**config.mk**
```make
export PLATFORM = sky130hd
export DESIGN_NAME = full_adder_unit
export DESIGN_NICKNAME = d
export VERILOG_FILES = /design/src/rtl/full_adder_unit.sv
export SDC_FILE = /design/constraint.sdc
export NUM_CORES = 1
export LEC_CHECK = 0
export CORE_AREA = 2 2 39 41
export DETAILED_ROUTE_END_ITERATION = 10
export DIE_AREA = 0 0 41 43
export HOLD_SLACK_MARGIN = 0.02
export SLEW_MARGIN = 30
export SYNTH_ARGS = -nofsm -noshare
export SYNTH_HDL_FRONTEND = slang
export SYNTH_SLANG_ARGS = --single-unit
```
**constraint.sdc**
```tcl
create_clock -name clk -period 0.8 [get_ports clk]
set_input_delay 0.12 -clock clk [delete_from_list [all_inputs] [get_ports clk]]
set_output_delay 0.12 -clock clk [all_outputs]
set_load 0.05 [all_outputs]
```
**src/rtl/full_adder_unit.sv**
```systemverilog
// Registered WIDTH-bit ripple-carry adder/subtractor built from 1-bit full-adder cells.
// Define FULL_ADDER_UNIT_FLAGS_EN to generate the ovf/zero flags; otherwise both are tied to 0.

module full_adder_cell (
  input  logic a,
  input  logic b,
  input  logic ci,
  output logic s,
  output logic co
);
  logic p;

  assign p  = a ^ b;
  assign s  = p ^ ci;
  assign co = (a & b) | (ci & p);
endmodule

module full_adder_unit #(
  parameter int WIDTH = 4
) (
  input  logic             clk,
  input  logic             rst_n,
  input  logic             in_valid,
  input  logic [WIDTH-1:0] a,
  input  logic [WIDTH-1:0] b,
  input  logic             mode,
  output logic             out_valid,
  output logic [WIDTH-1:0] s,
  output logic             cout,
  output logic             ovf,
  output logic             zero
);
  logic [WIDTH:0]   c;
  logic [WIDTH-1:0] bb;
  logic [WIDTH-1:0] sum;

  // mode inverts B and doubles as the carry-in, so subtraction is A + ~B + 1
  assign c[0] = mode;
  assign bb   = b ^ {WIDTH{mode}};

  for (genvar i = 0; i < WIDTH; i++) begin : g_cell
    full_adder_cell u_cell (
      .a  (a[i]),
      .b  (bb[i]),
      .ci (c[i]),
      .s  (sum[i]),
      .co (c[i+1])
    );
  end

  logic [WIDTH-1:0] s_q, s_d;
  logic             cout_q, cout_d;
  logic             out_valid_q, out_valid_d;

  always_comb begin
    s_d         = s_q;
    cout_d      = cout_q;
    out_valid_d = in_valid;
    if (in_valid) begin
      s_d    = sum;
      cout_d = c[WIDTH];
    end
  end

  always_ff @(posedge clk or negedge rst_n) begin
    if (!rst_n) begin
      s_q         <= '0;
      cout_q      <= 1'b0;
      out_valid_q <= 1'b0;
    end else begin
      s_q         <= s_d;
      cout_q      <= cout_d;
      out_valid_q <= out_valid_d;
    end
  end

  assign s         = s_q;
  assign cout      = cout_q;
  assign out_valid = out_valid_q;

`ifdef FULL_ADDER_UNIT_FLAGS_EN
  logic ovf_q, ovf_d;
  logic zero_q, zero_d;

  always_comb begin
    ovf_d  = ovf_q;
    zero_d = zero_q;
    if (in_valid) begin
      ovf_d  = c[WIDTH] ^ c[WIDTH-1];
      zero_d = (sum == '0);
    end
  end

  always_ff @(posedge clk or negedge rst_n) begin
    if (!rst_n) begin
      ovf_q  <= 1'b0;
      zero_q <= 1'b0;
    end else begin
      ovf_q  <= ovf_d;
      zero_q <= zero_d;
    end
  end

  assign ovf  = ovf_q;
  assign zero = zero_q;
`else
  assign ovf  = 1'b0;
  assign zero = 1'b0;
`endif

endmodule

```
== After elaboration in Yosys (flattened, before gate mapping) ==
Cells that the tools add are included.
Word-level totals
  memory bits (writable): 0
  latch bits: 0
  register bits: 6
  ROM bits: 0
  word-level logic and storage cells: 24
  output and inout port bits: 8
  memories: 0
Cells by class
  magnitude comparators: 0
  equal/unequal tests: 0
  reduce and logical (&&, ||, !) cells: 0
  muxes and demuxes: 0
  shift-type cells: 0
  bitwise operators: 21
  multiply operators: 0
  add/subtract/negate cells: 0
  divide/modulo/power cells: 0
Operator list (number)
  1-bit bitwise AND: 8
  1-bit XOR: 8
  1-bit bitwise OR: 4
  4-bit XOR: 1

== Logic depth before layout (Yosys ltp) ==
Gate-level depths: netlist of run 1.
  depth after elaboration: 10
  gate-level depth with buffers: 6
  mapped depth without buffers: 6

== Cells and area by module ==
Synthesis of run 1 repeated with hierarchy kept, for this count alone.
Second synthesis, totals
  cells, all modules: 22
  area total of the unflattened synthesis: 340.3 µm²
Modules (own cells, without submodules)
  full_adder_unit: seq. area each 150.1 µm², cells each 18, times used 1, area an instance 260.2 µm²
  full_adder_cell: seq. area each 0.0 µm², cells each 1, times used 4, area an instance 20.0 µm²

== Least setup slack after synthesis of run 1 ==
Ideal clock, no wire load.
  kind: input to register
  start point: input port b[1]
  end point: register s_q[3], in the netlist s[3]
  arrival time: 1714 ps
  path buffers: 0
  library setup time: 125 ps
  required time: 675 ps
  cell stages on the path: 6
  slack: -1039 ps
  path through: xnor2_1 > fa_1 > fa_1 > inv_1 > fa_1 > mux2_4
On the way
  longest elaborated chain between the ends: 7
  elaborated cells on any way between the ends: 8
  classes of those cells: 8 x bitwise
RTL lines
  start: declaration: line 25  | input logic [WIDTH-1:0] b,
  4-bit XOR *: line 39  | assign bb = b ^ {WIDTH{mode}};
  1-bit XOR: line 13  | assign p = a ^ b;
  1-bit bitwise AND: line 15  | assign co = (a & b) | (ci & p);
  1-bit bitwise OR *: line 15
  1-bit bitwise AND *: line 15
  1-bit bitwise OR *: line 15
  1-bit XOR *: line 14  | assign s = p ^ ci;
  named net g_cell[3].u_cell.s: line 8  | output logic s,
  end signal: assignment: line 67  | s_q <= '0;
  end signal: assignment: line 71  | s_q <= s_d;
  end: declaration: line 51  | logic [WIDTH-1:0] s_q, s_d;
Mark *: on every way through the listed nets, which the timed path passes. The rest lies on a longest branch.
A chain may end at the register's enable or synchronous reset.

== Worst setup path after layout of run 1 ==
Same ends and word-level chain as after synthesis.

==> impl_metrics.toml, run 1 <==
[run_status]
status = "finished with violations"
violations = "negative setup slack"

[final_layout]
syn2layout_area_growth_pct = 95.5
drive_gt1_share_pct = 57.1
final_area_um2 = 709
regArea_um2 = 151
fin_nets = 72
n_fill_cell = 124
antenna_cells = 0
multiInputGateArea_um2 = 206

[clocking]
cts_inserted_buffers = 3
cts_tree = "done"
cts_max_level = 1
insertion_delay_ns = 0.24
clock-sinks = 6
cts_buffer_depth = 2
root_buffer = "clkbuf_4"
postCtsHoldBufs = 0
path_clk_slew_ns = 0.05

[yosys]
async_flop_share_pct = 100
synth-seq-cells = 6
syn_avg_cell_area_um2 = 12.5
synth.most_common_cell = "dfrtp_1"
synth_top_area_share_pct = 41.4
yosys_warnings = 0
synth-edff-count = 0
syn-cell-area_um2 = 363
ys_seq_area_share_pct = 41.4
synth_common_cells = "dfrtp_1 (6), inv_1 (5), fa_1 (3), mux2i_1 (3), xnor2_1 (3)"
synth.area.top_cells = "dfrtp_1 (41%), fa_1 (17%), mux2i_1 (8.3%), mux2_4 (8.3%), xnor2_1 (7.2%)"
synth_top_cell_by_area = "dfrtp_1"
ys.flop_type = "dfrtp_1"
ys_types = 12
synth_cells = 29

[critical_path]
worstPathRequired_ns = 0.93
cp-end-kind = "register"
cp_max_fo = 1
r2r_start = "cout$_DFFE_PN0P_"
reg2reg_depth = 2
critPathKind = "primary input to register"
regToRegSetupSlack_ns = -0.11
cp-start-kind = "primary input"
startpoint = "b[1]"
cp.arrival_ns = 1.78
regToRegEndpoint = "cout$_DFFE_PN0P_"

[placement]
place_area_um2 = 646
port_buffers = 17
preCtsSetupSlack_ns = -1.63
hpwlAfterDp_um = 606
finalWeightedCongestion = 0.591

[power]
p_clk_share_pct = 18.3
total_leakage_power_uw = 0.000341
ir_drop_mv = 0.877
power_frac_comb_pct = 54.3
intPower_uw = 1030
p_switching_uw = 569
swShare_pct = 35.6
pwr-share-seq_pct = 27.3
p_per_area_nw_per_um2 = 2250

[floorplanning]
die_w_um = 41
core_area_um2 = 1380
start_util_pct = 26.2
io_pins = 20
dieHeight_um = 43
rows = 14
die_area_um2 = 1760

[drt]
via_count = 277
drtIter0Drc = 1
wl_um = 701
drc = 0
routedWlPerCell_um = 9.74
viasPerCell = 3.85
final_antenna_net_count = 0
drtPass1Iterations = 2

[timing]
period_needed_ns = 1.65
setup-violations-final = 11
holdWs_ns = 0.107
finClkSkew_ns = 0
max_freq_mhz = 606
worst_slack_ns = -0.849
rsz0062_at_grt = "yes"
hold_viol_final = 0
drv_slew = 0
period_share_pct = 206

[global_routing]
grt_pass1_vias = 272
antenna_found_initial = 0
gr-total-overflow = 0
grt_max_degree = 7
grtUsageTotal_pct = 9.55
grt_pass1_wl_um = 1040

[worst_hold_path]
hold_class = "primary input to async pin"

[run]
max_cap_violations = 0
-- worst max-delay path by stage --
stage / endpoint / cells past startpoint
floorplan: s[3]$_DFFE_PN0P_ / 6
global placement: s[3]$_DFFE_PN0P_ / 7
detailed placement: s[3]$_DFFE_PN0P_ / 7
CTS: s[3]$_DFFE_PN0P_ / 7
global route: s[3]$_DFFE_PN0P_ / 7
finish: s[3]$_DFFE_PN0P_ / 7
-- cell families (layout without fill, tap and decap cells) --
kind of cell,after synthesis,count (layout),share of synthesized area (%)
xor+xnor,4,4,9.66
buf+inv,8,34,12.4
compound gates,1,1,1.38
flops,6,6,41.4
mux,5,5,16.6
simple gates,1,1,1.03
fa+ha+maj,3,3,16.6
other cells,1,2,1.03
-- power by group through the flow --
stage	Sequential, µW	Combinational [µW]	Clock [µW]
2_1_floorplan	640	182	0
3_3_place_gp	447	787	0
3_5_place_dp	450	794	0
4_1_cts	438	868	306
5_1_grt	442	922	315
6_report	437	868	293
-- stage by stage --
stage,total power [µW],util (%),TNS (ns),instances
final,1600,51.3,-2.61,72
after global routing,1680,51.3,-2.94,72
after CTS,1610,50.3,-3.03,71
after detailed placement,1240,46.7,-5.37,64
after global placement,1230,46.7,-5.24,64
after floorplan,822,-,-2.25,30
-- placed cells by master, fill, tap and decap left out --
cell	instances
a21oi_1	1
buf_12	6
buf_2	1
buf_4	8
buf_6	2
buf_8	1
clkbuf_1	1
clkbuf_2	1
clkbuf_4	3
clkdlybuf4s50_1	5
conb_1	2
dfrtp_1	5
dfrtp_2	1
dlygate4sd2_1	1
fa_1	1
fa_2	2
inv_1	3
inv_2	2
mux2_4	2
mux2i_1	2
mux2i_2	1
nor2_1	1
xnor2_1	1
xnor2_2	1
xnor2_4	1
xor2_1	1
-- state kept, by name, summed over array words and instances, names as in the netlist --
signal     cells
s              4
cout           1
out_valid      1
-- routing by layer --
metal	part of all wire (%)	track usage, %
met2	54	15.3
met5	0	0
met3	11	1.57
met4	0	8.00
met1	34	10.0
-- cell type report --
class | count | share of cell area (%)
Sequential cell | 6 | 21.3
Multi-Input combinational cell | 16 | 29.1
Timing Repair Buffer | 25 | 40.4
Inverter | 5 | 2.65
Tap cell | 16 | 2.82
Clock buffer | 4 | 3.70
-- critical path, stage by stage --
cell and delay (ns):
buf_8 0.10, xnor2_4 0.13, fa_2 0.37, fa_2 0.34, inv_2 0.06, fa_1 0.39
mux2_4 0.26
-- repair_timing --
item                       in CTS  in global routing
setup endpoints to repair      11                 11
gates cloned                    0                  0
gates resized for setup        25                  6
setup buffers                   3                  1
pin swaps                       3                  4
No activity file was read; power rests on OpenSTA's default activity.
==> inputs of run 2 (changes only) <==
--- a/config.mk
+++ b/config.mk
@@ -5,6 +5,7 @@
 export SDC_FILE = /design/constraint.sdc
 export NUM_CORES = 1
 export LEC_CHECK = 0
+export ABC_AREA = 1
 export CORE_AREA = 2 2 39 41
 export DETAILED_ROUTE_END_ITERATION = 10
 export DIE_AREA = 0 0 41 43
==> run 2 against run 1 <==
The flow still finishes with violations (negative setup slack). First-iteration DRC count increased to 8.0 times the previous value. Area after synthesis down 4.8%. Clock skew did not move. Design area up 5.5%. Critical path type unchanged. Critical endpoint unchanged. Largest power group unchanged.
==> impl_metrics.toml, run 2 <==
[timing]
worst_slack_ns = -0.706
holdWs_ns = 0.111
period_share_pct = 188
drv_slew = 0
period_needed_ns = 1.51
finClkSkew_ns = 0
setup-violations-final = 10
hold_viol_final = 0
max_freq_mhz = 664
rsz0062_at_grt = "yes"

[clocking]
cts_tree = "done"
cts_inserted_buffers = 3
cts_buffer_depth = 2
cts_max_level = 1
path_clk_slew_ns = 0.05
clock-sinks = 6
insertion_delay_ns = 0.24
root_buffer = "clkbuf_4"

[final_layout]
drive_gt1_share_pct = 53.7
final_cell_mix = "nand2_1 (11), buf_6 (6), buf_4 (6), buf_12 (6)"
antenna_cells = 0
syn2layout_area_growth_pct = 117
final_area_um2 = 748
largest_reg_flops = 4
final_common_cell = "nand2_1"
fin_nets = 83

[yosys]
synth_top_area_share_pct = 43.5
ys.flop_type = "dfrtp_1"
synth.area.top_cells = "dfrtp_1 (43%), fa_1 (17%), nand2_1 (15%), inv_1 (6.5%), xnor2_1 (5.1%)"
async_flop_share_pct = 100
ys_types = 10
synth_common_cells = "nand2_1 (14), dfrtp_1 (6), inv_1 (6), fa_1 (3)"
ys_seq_area_share_pct = 43.5
syn_avg_cell_area_um2 = 9.09
synth_top_cell_by_area = "dfrtp_1"
yosys_warnings = 0
syn-cell-area_um2 = 345
synth-seq-cells = 6
synth.most_common_cell = "nand2_1"
synth_cells = 38
synth-edff-count = 0

[global_routing]
gr-total-overflow = 0
antenna_found_initial = 0
grtUsageTotal_pct = 14.3
grt_pass1_wl_um = 1550
grt_pass1_vias = 361
grt_max_degree = 8

[critical_path]
worstPathRequired_ns = 0.93
cp.arrival_ns = 1.64
cp_max_fo = 1
critPathKind = "primary input to register"
cp-end-kind = "register"
cp-start-kind = "primary input"
r2r_start = "s[2]$_DFFE_PN0P_"
startpoint = "b[1]"

[drt]
drtIter0Drc = 8
final_antenna_net_count = 0
viasPerCell = 4.06
via_count = 337
routedWlPerCell_um = 9.88
drc = 0
wl_um = 820
drtPass1Iterations = 4

[power]
p_per_area_nw_per_um2 = 1910
ir_drop_mv = 0.721
total_leakage_power_uw = 0.000370

[run]
max_cap_violations = 0

[floorplanning]
io_pins = 20
die_area_um2 = 1760
die_w_um = 41
start_util_pct = 25.0
dieHeight_um = 43
rows = 14
core_area_um2 = 1380

[placement]
preCtsSetupSlack_ns = -1.44
finalWeightedCongestion = 0.680
port_buffers = 17
hpwlAfterDp_um = 524
place_area_um2 = 637

[worst_hold_path]
hold_class = "primary input to async pin"

[run_status]
violations = "negative setup slack"
status = "finished with violations"
[run 2: changes by cell type in the layout (fill, tap and decap cells not counted), sizes merged]
cell / before / now
mux2: 2 / 0
a21oi: 1 / 0
nand2: 0 / 14
mux2i: 3 / 0
buf: 18 / 19
xnor2: 3 / 2
nor2: 1 / 0
o21ai: 0 / 3
inv: 5 / 6
[run 2: cells by family (layout without fill, tap and decap cells)]
group	Yosys count	count (layout)	synth area share, %
AOI/OAI and AO/OA	3	3	4.35
other	1	2	1.09
buffers and inverters	8	36	10.9
and+or+nand+nor	14	14	15.2
xor gates and xnor gates	3	3	7.61
adders and majority gates	3	3	17.4
DFF	6	6	43.5
[run 2: through the flow]
| stage | total power, µW | utilization [%] | instances | TNS (ns) |
|---|---|---|---|---|
| after floorplan | 705 | - | 39 | -1.90 |
| after global placement | 1030 | 46.0 | 73 | -4.71 |
| after detailed placement | 1040 | 46.0 | 73 | -4.78 |
| after CTS | 1440 | 57.1 | 87 | -2.90 |
| after global routing | 1520 | 54.1 | 83 | -2.60 |
| final | 1430 | 54.1 | 83 | -2.33 |
[run 2: worst max-delay path: stages]
cell	delay (ns)
buf_8	0.10
xnor2_4	0.13
fa_2	0.38
fa_2	0.34
inv_2	0.06
fa_1	0.38
nand2_1	0.07
nand2_1	0.04
[run 2: layer usage]
layer  global-route usage, %  share of wire (%)
met1                    13.9                 34
met2                    23.4                 57
met3                    4.71                6.7
met4                    10.0                2.1
met5                       0                  0
[run 2: cell type report]
class	count	area, µm²
fillers	121	636
repair buffers	26	312
multi-input cells	25	214
flip-flops and latches	6	151
clock buffers	4	26.3
inverters	6	25.0
well taps	16	20.0
[run 2: report_power, final]
| part | total [µW] | internal, µW | switching [µW] | leakage (µW) |
|---|---|---|---|---|
| registers | 409 | 355 | 53.8 | 0.0000715 |
| clock network | 298 | 189 | 109 | 0.0000150 |
| logic | 719 | 374 | 344 | 0.000284 |
| total | 1430 | 918 | 507 | 0.000370 |
[run 2: final timing paths]
check / endpoint / slack (ns) / cells after the start
worst max-delay path: s[3]$_DFFE_PN0P_ / -0.71 / 8
worst min-delay path: out_valid$_DFF_PN0_ / 0.11 / 1
worst max register to register: s[2]$_DFFE_PN0P_ / 0.02 / 3
worst min register to register: s[0]$_DFFE_PN0P_ / 0.52 / 2
max in group asynchronous: s[0]$_DFFE_PN0P_ / 0.46 / 1
min in group clk: s[0]$_DFFE_PN0P_ / 0.22 / 5
[run 2: what timing repair did]
| item | 4_1_cts | 5_1_grt |
|---|---|---|
| hold buffers | 0 | 0 |
| buffers inserted | 12 | 1 |
| pin swaps | 8 | 5 |
| resized for setup | 38 | 6 |
| endpoints found under the setup margin | 11 | 11 |
